<file path="src/rtl/reset_seq_pkg.sv">
`default_nettype none
// +--------------------------------------------------------------------------+
// | Module   : reset_seq_pkg                                                 |
// | Brief    : Shared types and helpers for the reset sequencer.             |
// | Revision : 1.0  initial release                                          |
// +--------------------------------------------------------------------------+
package reset_seq_pkg;

  // Sequencer states; encoding is visible on debug taps so it is fixed.
  typedef enum logic [1:0] {
    HOLD    = 2'd0,
    STRETCH = 2'd1,
    PERIPH  = 2'd2,
    RUN     = 2'd3
  } seq_state_t;

  localparam int LOSS_CNT_W = 8;

  // Larger of two integers, used to size the shared down-counter.
  function automatic int max_int(input int a, input int b);
    return (a > b) ? a : b;
  endfunction

endpackage
`default_nettype wire

</file>
<file path="src/rtl/bit_sync.sv">
`default_nettype none
// +--------------------------------------------------------------------------+
// | Module   : bit_sync                                                      |
// | Brief    : N-stage single-bit synchroniser with a selectable reset value.|
// | Revision : 1.0  initial release                                          |
// +--------------------------------------------------------------------------+
module bit_sync #(
  parameter int   STAGES    = 2,
  parameter logic RESET_VAL = 1'b1
) (
  input  logic clock,
  input  logic reset,
  input  logic d,
  output logic q
);

  logic [STAGES-1:0] chain;

  // Shift the asynchronous input through the flop chain; reset fills it.
  always_ff @(posedge clock) begin
    if (reset) begin
      chain <= {STAGES{RESET_VAL}};
    end else begin
      chain <= {chain[STAGES-2:0], d};
    end
  end

  assign q = chain[STAGES-1];

endmodule
`default_nettype wire

</file>
<file path="src/rtl/reset_sequencer.sv">
`default_nettype none
// +--------------------------------------------------------------------------+
// | Module   : reset_sequencer                                               |
// | Brief    : Synchronises PLL ~lock, stretches it, then releases sys_reset |
// |            and periph_reset in order and raises ready.                   |
// | Options  : RESET_SEQ_LOSS_CNT_EN adds the lock_loss_count output.        |
// | Revision : 1.0  initial release                                          |
// +--------------------------------------------------------------------------+
module reset_sequencer
  import reset_seq_pkg::*;
#(
  parameter int SYNC_STAGES    = 2,
  parameter int STRETCH_CYCLES = 1024,
  parameter int PERIPH_DELAY   = 256
) (
  input  logic       clock,
  input  logic       reset,
  input  logic       pll_reset_in,
  output logic       sys_reset,
  output logic       periph_reset,
`ifdef RESET_SEQ_LOSS_CNT_EN
  output logic [LOSS_CNT_W-1:0] lock_loss_count,
`endif
  output logic       ready
);

  localparam int CNT_W = $clog2(max_int(STRETCH_CYCLES, PERIPH_DELAY)) + 1;
  localparam logic [CNT_W-1:0] STRETCH_LOAD = CNT_W'(STRETCH_CYCLES - 1);
  localparam logic [CNT_W-1:0] PERIPH_LOAD  = CNT_W'(PERIPH_DELAY - 1);

  logic             lock_n;
  seq_state_t       state, state_next;
  logic [CNT_W-1:0] cnt, cnt_next;

  bit_sync #(
    .STAGES   (SYNC_STAGES),
    .RESET_VAL(1'b1)
  ) u_lock_sync (
    .clock(clock),
    .reset(reset),
    .d    (pll_reset_in),
    .q    (lock_n)
  );

  // State, counter and reset outputs; outputs follow the next state so they
  // change on the same edge as the state register and never glitch.
  always_ff @(posedge clock) begin
    if (reset) begin
      state        <= HOLD;
      cnt          <= '0;
      sys_reset    <= 1'b1;
      periph_reset <= 1'b1;
      ready        <= 1'b0;
    end else begin
      state        <= state_next;
      cnt          <= cnt_next;
      sys_reset    <= (state_next == HOLD) || (state_next == STRETCH);
      periph_reset <= (state_next != RUN);
      ready        <= (state_next == RUN);
    end
  end

  // Next-state and counter logic; lock loss outranks counter expiry.
  always_comb begin
    state_next = state;
    cnt_next   = (cnt != '0) ? (cnt - CNT_W'(1)) : cnt;
    case (state)
      HOLD: begin
        if (!lock_n) begin
          state_next = STRETCH;
          cnt_next   = STRETCH_LOAD;
        end
      end
      STRETCH: begin
        if (lock_n) begin
          state_next = HOLD;
        end else if (cnt == '0) begin
          state_next = PERIPH;
          cnt_next   = PERIPH_LOAD;
        end
      end
      PERIPH: begin
        if (lock_n) begin
          state_next = HOLD;
        end else if (cnt == '0) begin
          state_next = RUN;
        end
      end
      RUN: begin
        if (lock_n) begin
          state_next = HOLD;
        end
      end
      default: begin
        state_next = HOLD;
      end
    endcase
  end

`ifdef RESET_SEQ_LOSS_CNT_EN
  logic loss_evt;

  // A lock loss is any return to HOLD from an active state.
  assign loss_evt = (state != HOLD) && lock_n;

  // Saturating count of lock losses; external reset clears it.
  always_ff @(posedge clock) begin
    if (reset) begin
      lock_loss_count <= '0;
    end else if (loss_evt && (lock_loss_count != {LOSS_CNT_W{1'b1}})) begin
      lock_loss_count <= lock_loss_count + LOSS_CNT_W'(1);
    end
  end
`endif

endmodule
`default_nettype wire
</file>
<file path="config.mk">
export PLATFORM = sky130hd
export DESIGN_NAME = reset_sequencer
export DESIGN_NICKNAME = d
export VERILOG_FILES = /design/src/rtl/reset_seq_pkg.sv /design/src/rtl/bit_sync.sv /design/src/rtl/reset_sequencer.sv
export SDC_FILE = /design/constraint.sdc
export NUM_CORES = 1
export LEC_CHECK = 0
export ABC_AREA = 1
export CAP_MARGIN = 20
export CORE_AREA = 2 2 52 54
export DETAILED_ROUTE_END_ITERATION = 10
export DIE_AREA = 0 0 54 56
export GPL_TIMING_DRIVEN = 0
export PLACE_DENSITY = 0.67
export SLEW_MARGIN = 20
export SYNTH_ARGS = -nofsm -noshare
export SYNTH_HDL_FRONTEND = slang
export SYNTH_SLANG_ARGS = --single-unit
</file>
<file path="constraint.sdc">
create_clock -name clock -period 2.2 [get_ports clock]
set_input_delay 0.22 -clock clock [delete_from_list [all_inputs] [get_ports clock]]
set_output_delay 0.22 -clock clock [all_outputs]
set_load 0.01 [all_outputs]
</file>
==> impl_metrics.tcl, run 1 <==
set metrics [dict create \
    drt-initial-drc-count 17 \
    leakagePower_uw 0.000533 \
    max-slew-margin-rel_pct 60.5 \
    ys_seq_area_share_pct 34.7 \
    grt_usage_pct 15.1 \
    hp-start "u_lock_sync.chain[0]" \
    grt_setup_unrepaired "false" \
    path_max_fanout 5 \
    cts_setup_buffers 0 \
    cts.sinks 18 \
    final.setup_skew_ns 0.00250 \
    syn_nets 134 \
    dr_total_vias 840 \
    outcome "completed" \
    drtPass1Iterations 4 \
    core-area_mm2 0.00243 \
    worstSetupStartpointType "register" \
    drc 0 \
    die_h_um 56 \
    cts_hold_buf 0 \
    grt-ovfl-total 0 \
    synth_cells 128 \
    pre_cts_slack_ns 0.575 \
    finalHoldViolations 0 \
    ys_ff_latch 18 \
    slew_viol_final 0 \
    cp_top_family "adder cells" \
    ctsResizeCount 0 \
    start_util_pct 42.7 \
    grt_start_max_net_pins 11 \
    ir_drop_v 0.000936 \
    worstPathRequired_ns 2.41 \
    cp_num_buf_inv 1 \
    setup_viol 0 \
    port-buffer-count 5 \
    syn2layout_area_growth_pct 11.9 \
    cpPeakStageDelay_ns 0.35 \
    mostFrequentLayoutCell "nand2_1" \
    fin_tns_setup_ns 0 \
    antenna_found_initial 0 \
    hold_class "reg -> reg" \
    synth.distinct_cells 27 \
    end_kind "register" \
    clock_tree.buffer_depth 2 \
    fin_area_mm2 0.00116 \
    rows 18 \
    total_power_uw 1730 \
    powerDensity_mw_per_mm2 1490 \
    ys_warn_count 0 \
    path_cells "inv_1 > ha_1 > nand2_1 > nor2_4 > nand2_4 > ha_1 > nor2_1 > a311oi_1" \
    timing.rr.end "cnt[0]" \
    wire_per_inst_um 11.4 \
    crit_slowest_cell "dfxtp_1" \
    antenna_cells 0 \
    reg2reg_depth 8 \
    cts_root_buf "clkbuf_4" \
    fin_crit_sh_pct 73.4 \
    die_w_um 54 \
    numCtsBuffers 3 \
    avgViaCountPerCell 5.03 \
    postRouteAntennaNets 0 \
    htreeDepth 1 \
    wl_mm 1.91 \
    ys.flop_type "dfxtp_1" \
    syn_area_per_cell_um2 8.11 \
    io_pins 6 \
    hold_slack_ns 0.430 \
    reg2reg_slack_ns 0.59 \
    die-area_mm2 0.00302 \
    clk_latency_ns 0.30 \
    hpwl_mm 1.58 \
    place_area_mm2 0.00113 \
    max_freq_mhz 619 \
    layout_common_cells "nand2_1 (26), dfxtp_1 (18), inv_1 (15), nor2_1 (13)" \
    min_period_ns 1.61 \
    clk_pin_slew_ns 0.10 \
    grt_pass1_vias 811 \
    whs_path_depth 1 \
    drive_gt1_share_pct 28.5 \
    layout.nets 144 \
    grt_pass1_wl_mm 3.42 \
    drv_cap 0 \
    gp_congestion 0.855 \
    synth_edf_count 0 \
    fin_ws_ns 0.585 \
    cp.arrival_ns 1.83 \
    syn_area_mm2 0.00104 \
    cp_common_cell "ha_1" \
    worst-slew-pin-transition_ns 0.593 \
    async_flop_share_pct 0 \
    hold_end "u_lock_sync.chain[1]" \
    cts_tree "built" \
    r2r_start "cnt[0]" \
    crit_type "reg -> reg" \
]
## worst max-delay path by stage
stage	end	startpoint	cells past startpoint	slack, ns
2_1_floorplan	cnt[0]	cnt[0]	8	0.76
3_3_place_gp	cnt[3]	reset	5	0.54
3_5_place_dp	cnt[3]	reset	5	0.58
4_1_cts	cnt[0]	cnt[0]	8	0.56
5_1_grt	cnt[0]	cnt[0]	8	0.44
6_report	cnt[0]	cnt[0]	8	0.59
## where the power goes
part	leakage [uW]	total (uW)	switching, uW	internal, uW
Clock	0.0000210	208	107	101
Combinational	0.000364	982	611	371
Sequential	0.000148	539	117	422
Total	0.000533	1730	835	894
## sequential cells by signal, summed over array words and instances (netlist names)
name,cells
cnt,11
periph_reset,1
ready,1
state,2
sys_reset,1
u_lock_sync.chain,2
## metrics by stage
stage | instances | utilization (%)
final | 167 | 47.8
after global routing | 167 | 47.8
after CTS | 167 | 47.8
after detailed placement | 163 | 46.3
after global placement | 163 | 46.3
after floorplan | 128 | -
## cell families after synthesis
kind of cell / synth area share [%]
simple gates: 43.6
buf+inv: 7.95
flops: 34.7
compound gates: 9.28
fa+ha+maj: 3.61
xor+xnor: 0.844
## metal layers
metal / up-vias / track usage (%) / part of all wire, %
met5: - / 0 / 0
met4: 0 / 5.36 / 1.9
met3: 5 / 1.61 / 1.7
met2: 11 / 25.3 / 52
met1: 398 / 19.3 / 44
li1: 426 / - / -
## synth_stat cells (2+ instances only)
library cell / number / area share (%)
dfxtp_1: 18 / 35
nand4_1: 2 / 1.2
nand2_1: 26 / 9.4
nand3_1: 6 / 2.9
ha_1: 3 / 3.6
inv_2: 6 / 2.2
or2_2: 2 / 1.2
inv_1: 15 / 5.4
nand2_2: 2 / 1.2
nor2_1: 13 / 4.7
nand3_4: 2 / 3.4
a21oi_2: 4 / 3.4
nand3_2: 7 / 6.7
nor2_4: 7 / 7.6
o21ai_0: 2 / 0.96
a21oi_1: 2 / 0.96
## area by class of cell
cell class | instances | area [um^2]
multi-input combinational | 88 | 596
fill | 246 | 1270
buffer | 1 | 3.75
tap | 30 | 37.5
sequential | 18 | 360
clock buffer | 4 | 36.3
inverter | 21 | 78.8
timing repair buffer | 5 | 50.0
Note: power is estimated with default switching activity, not from simulation.
==> run 2, diff against run 1 <==
Settings changed: PLACE_DENSITY 0.67 to 0.69.
Clock period 2.2 ns to 1.3 ns, I/O delays scaled along.
==> run 2 against run 1 <==
The run now ends with negative setup slack left; count of clock-buffer cells in the layout stayed put; clock power is 64% higher; first-iteration DRC count is 29% higher; worst hold slack worse by 0.013 ns; via count is 5.8% higher; largest cell class unchanged; utilization is 11 points higher; clock skew is 0.0013 ns lower; sequential power is 71% higher.
==> impl_metrics.tcl, run 2 (synthesized netlist as in run 1, its figures left out) <==
set metrics [dict create \
    outcome "finished, violations left" \
    violations "negative setup slack" \
    dr_total_vias 889 \
    grt_pass1_vias 847 \
    cp.arrival_ns 1.57 \
    worstPathRequired_ns 1.46 \
    clock_tree.buffer_depth 2 \
    ir_drop_v 0.00177 \
    drtPass1Iterations 4 \
    p_int_uw 2020 \
    layout.nets 161 \
    core-area_mm2 0.00243 \
    numCtsBuffers 3 \
    hold_class "in -> reg" \
    timing.rr.end "cnt[7]" \
    reg2reg_depth 8 \
    cts_root_buf "clkbuf_4" \
    dp_cells 163 \
    hold_end "u_lock_sync.chain[0]" \
    p_sw_uw 1710 \
    min_period_ns 1.41 \
    setup_viol 14 \
    leakagePower_uw 0.000655 \
    worst-slew-pin-transition_ns 0.662 \
    gp_congestion 0.889 \
    cts_hold_buf 0 \
    cts_tree "built" \
    mostFrequentLayoutCell "nand2_1" \
    drive_gt1_share_pct 44.2 \
    pre_cts_slack_ns -0.235 \
    largest_reg_flops 11 \
    grt-ovfl-total 0 \
    pwr-share-clk_pct 9.1 \
    powerDensity_mw_per_mm2 2620 \
    slew_viol_final 0 \
    grt_pass1_wl_mm 3.75 \
    layout_common_cells "nand2_1 (24), dfxtp_1 (15), inv_1 (13), nor2_1 (12), buf_4 (11)" \
    grt_start_max_net_pins 11 \
    wl_mm 2.20 \
    postRouteAntennaNets 0 \
    r2r_start "cnt[0]" \
    drv_cap 0 \
    antenna_found_initial 0 \
    final.setup_skew_ns 0.00117 \
    fin_ws_ns -0.108 \
    crit_type "reg -> reg" \
    hp-start "pll_reset_in" \
    cts.sinks 18 \
    rows 18 \
    reg_top3 "cnt (11), state (2), u_lock_sync.chain (2)" \
    max_freq_mhz 710 \
    syn2layout_area_growth_pct 37.1 \
    pwr-share-comb_pct 66.2 \
    grt_usage_pct 16.6 \
    swShare_pct 45.8 \
    regMostFlops "cnt" \
    wire_per_inst_um 11.9 \
    final-instance-count-excl-fill 184 \
    grt_setup_unrepaired "true" \
    die-area_mm2 0.00302 \
    die_h_um 56 \
    reg2reg_slack_ns -0.11 \
    antenna_cells 0 \
    drc 0 \
    worstSetupStartpointType "register" \
    whs_path_depth 2 \
    port-buffer-count 5 \
    final_util_pct 58.5 \
    hold_slack_ns 0.417 \
    total_power_uw 3730 \
    max-slew-margin-rel_pct 55.9 \
    htreeDepth 1 \
    clk_pin_slew_ns 0.10 \
    clk_latency_ns 0.29 \
    avgViaCountPerCell 4.83 \
    fin_crit_sh_pct 108 \
    end_kind "register" \
    hpwl_mm 1.42 \
    start_util_pct 42.7 \
    power_frac_seq_pct 24.6 \
    drt-initial-drc-count 22 \
    path_max_fanout 5 \
    io_pins 6 \
    finalHoldViolations 0 \
    die_w_um 54 \
]
-- run 2: cell count changes in the layout (fill, tap and decap cells not counted), sizes merged --
cell and delta:
clkdlybuf4s50 -2, buf +17, dlymetal6s2s +2
-- run 2: layout make-up --
cell class                      instances  area (um^2)
Buffer                                  1         3.75
Clock buffer                            4         36.3
Fill cell                             212         1010
Inverter                               21         78.8
Multi-Input combinational cell         88          689
Sequential cell                        18          364
Tap cell                               30         37.5
Timing Repair Buffer                   22          214
-- run 2: worst max path at each step --
stage,startpoint,end,slack (ns),depth (start not counted)
after floorplan,cnt[1],cnt[0],-0.03,8
after global placement,reset,cnt[4],-0.26,5
after detailed placement,reset,cnt[3],-0.23,5
after CTS,cnt[0],cnt[0],-0.14,8
after global routing,cnt[0],cnt[0],-0.18,8
final,cnt[0],cnt[7],-0.11,8
-- run 2: power groups by stage --
stage                     Clock (uW)  Combinational (uW)  Sequential (uW)
after floorplan                    0                1490              894
after global placement             0                1670              924
after detailed placement           0                1710              930
after CTS                        348                2190              913
after global routing             371                2740              943
final                            341                2470              920
-- run 2: repair_timing --
item	CTS	global route
pin swaps	13	11
resized for setup	10	14
buffers inserted	14	4
cloned	0	0
setup endpoints to repair	10	18
-- run 2: per-layer routing --
layer	GRT usage (%)	up-vias	part of all wire, %	wire [um]
met3	0.806	2	2.2	48
li1	-	458	-	-
met5	0	-	0	0
met1	22.5	412	44	968
met2	26.5	17	52	1150
met4	7.86	0	1.1	25
-- run 2: critical path, stage by stage (launching register included) --
cell and delay, ns:
dfxtp_2 0.36, inv_2 0.05, ha_4 0.17, buf_4 0.15
nand3_4 0.08, nor2_8 0.05, o21bai_4 0.24, buf_6 0.14
a21oi_2 0.04
-- run 2: through the flow --
stage | setup TNS, ns | cell area, um^2
after global routing | -2.18 | 1420
after CTS | -1.12 | 1330
after global placement | -1.74 | 1140
after floorplan | -0.0350 | 1050
after detailed placement | -1.47 | 1140
final | -1.01 | 1420
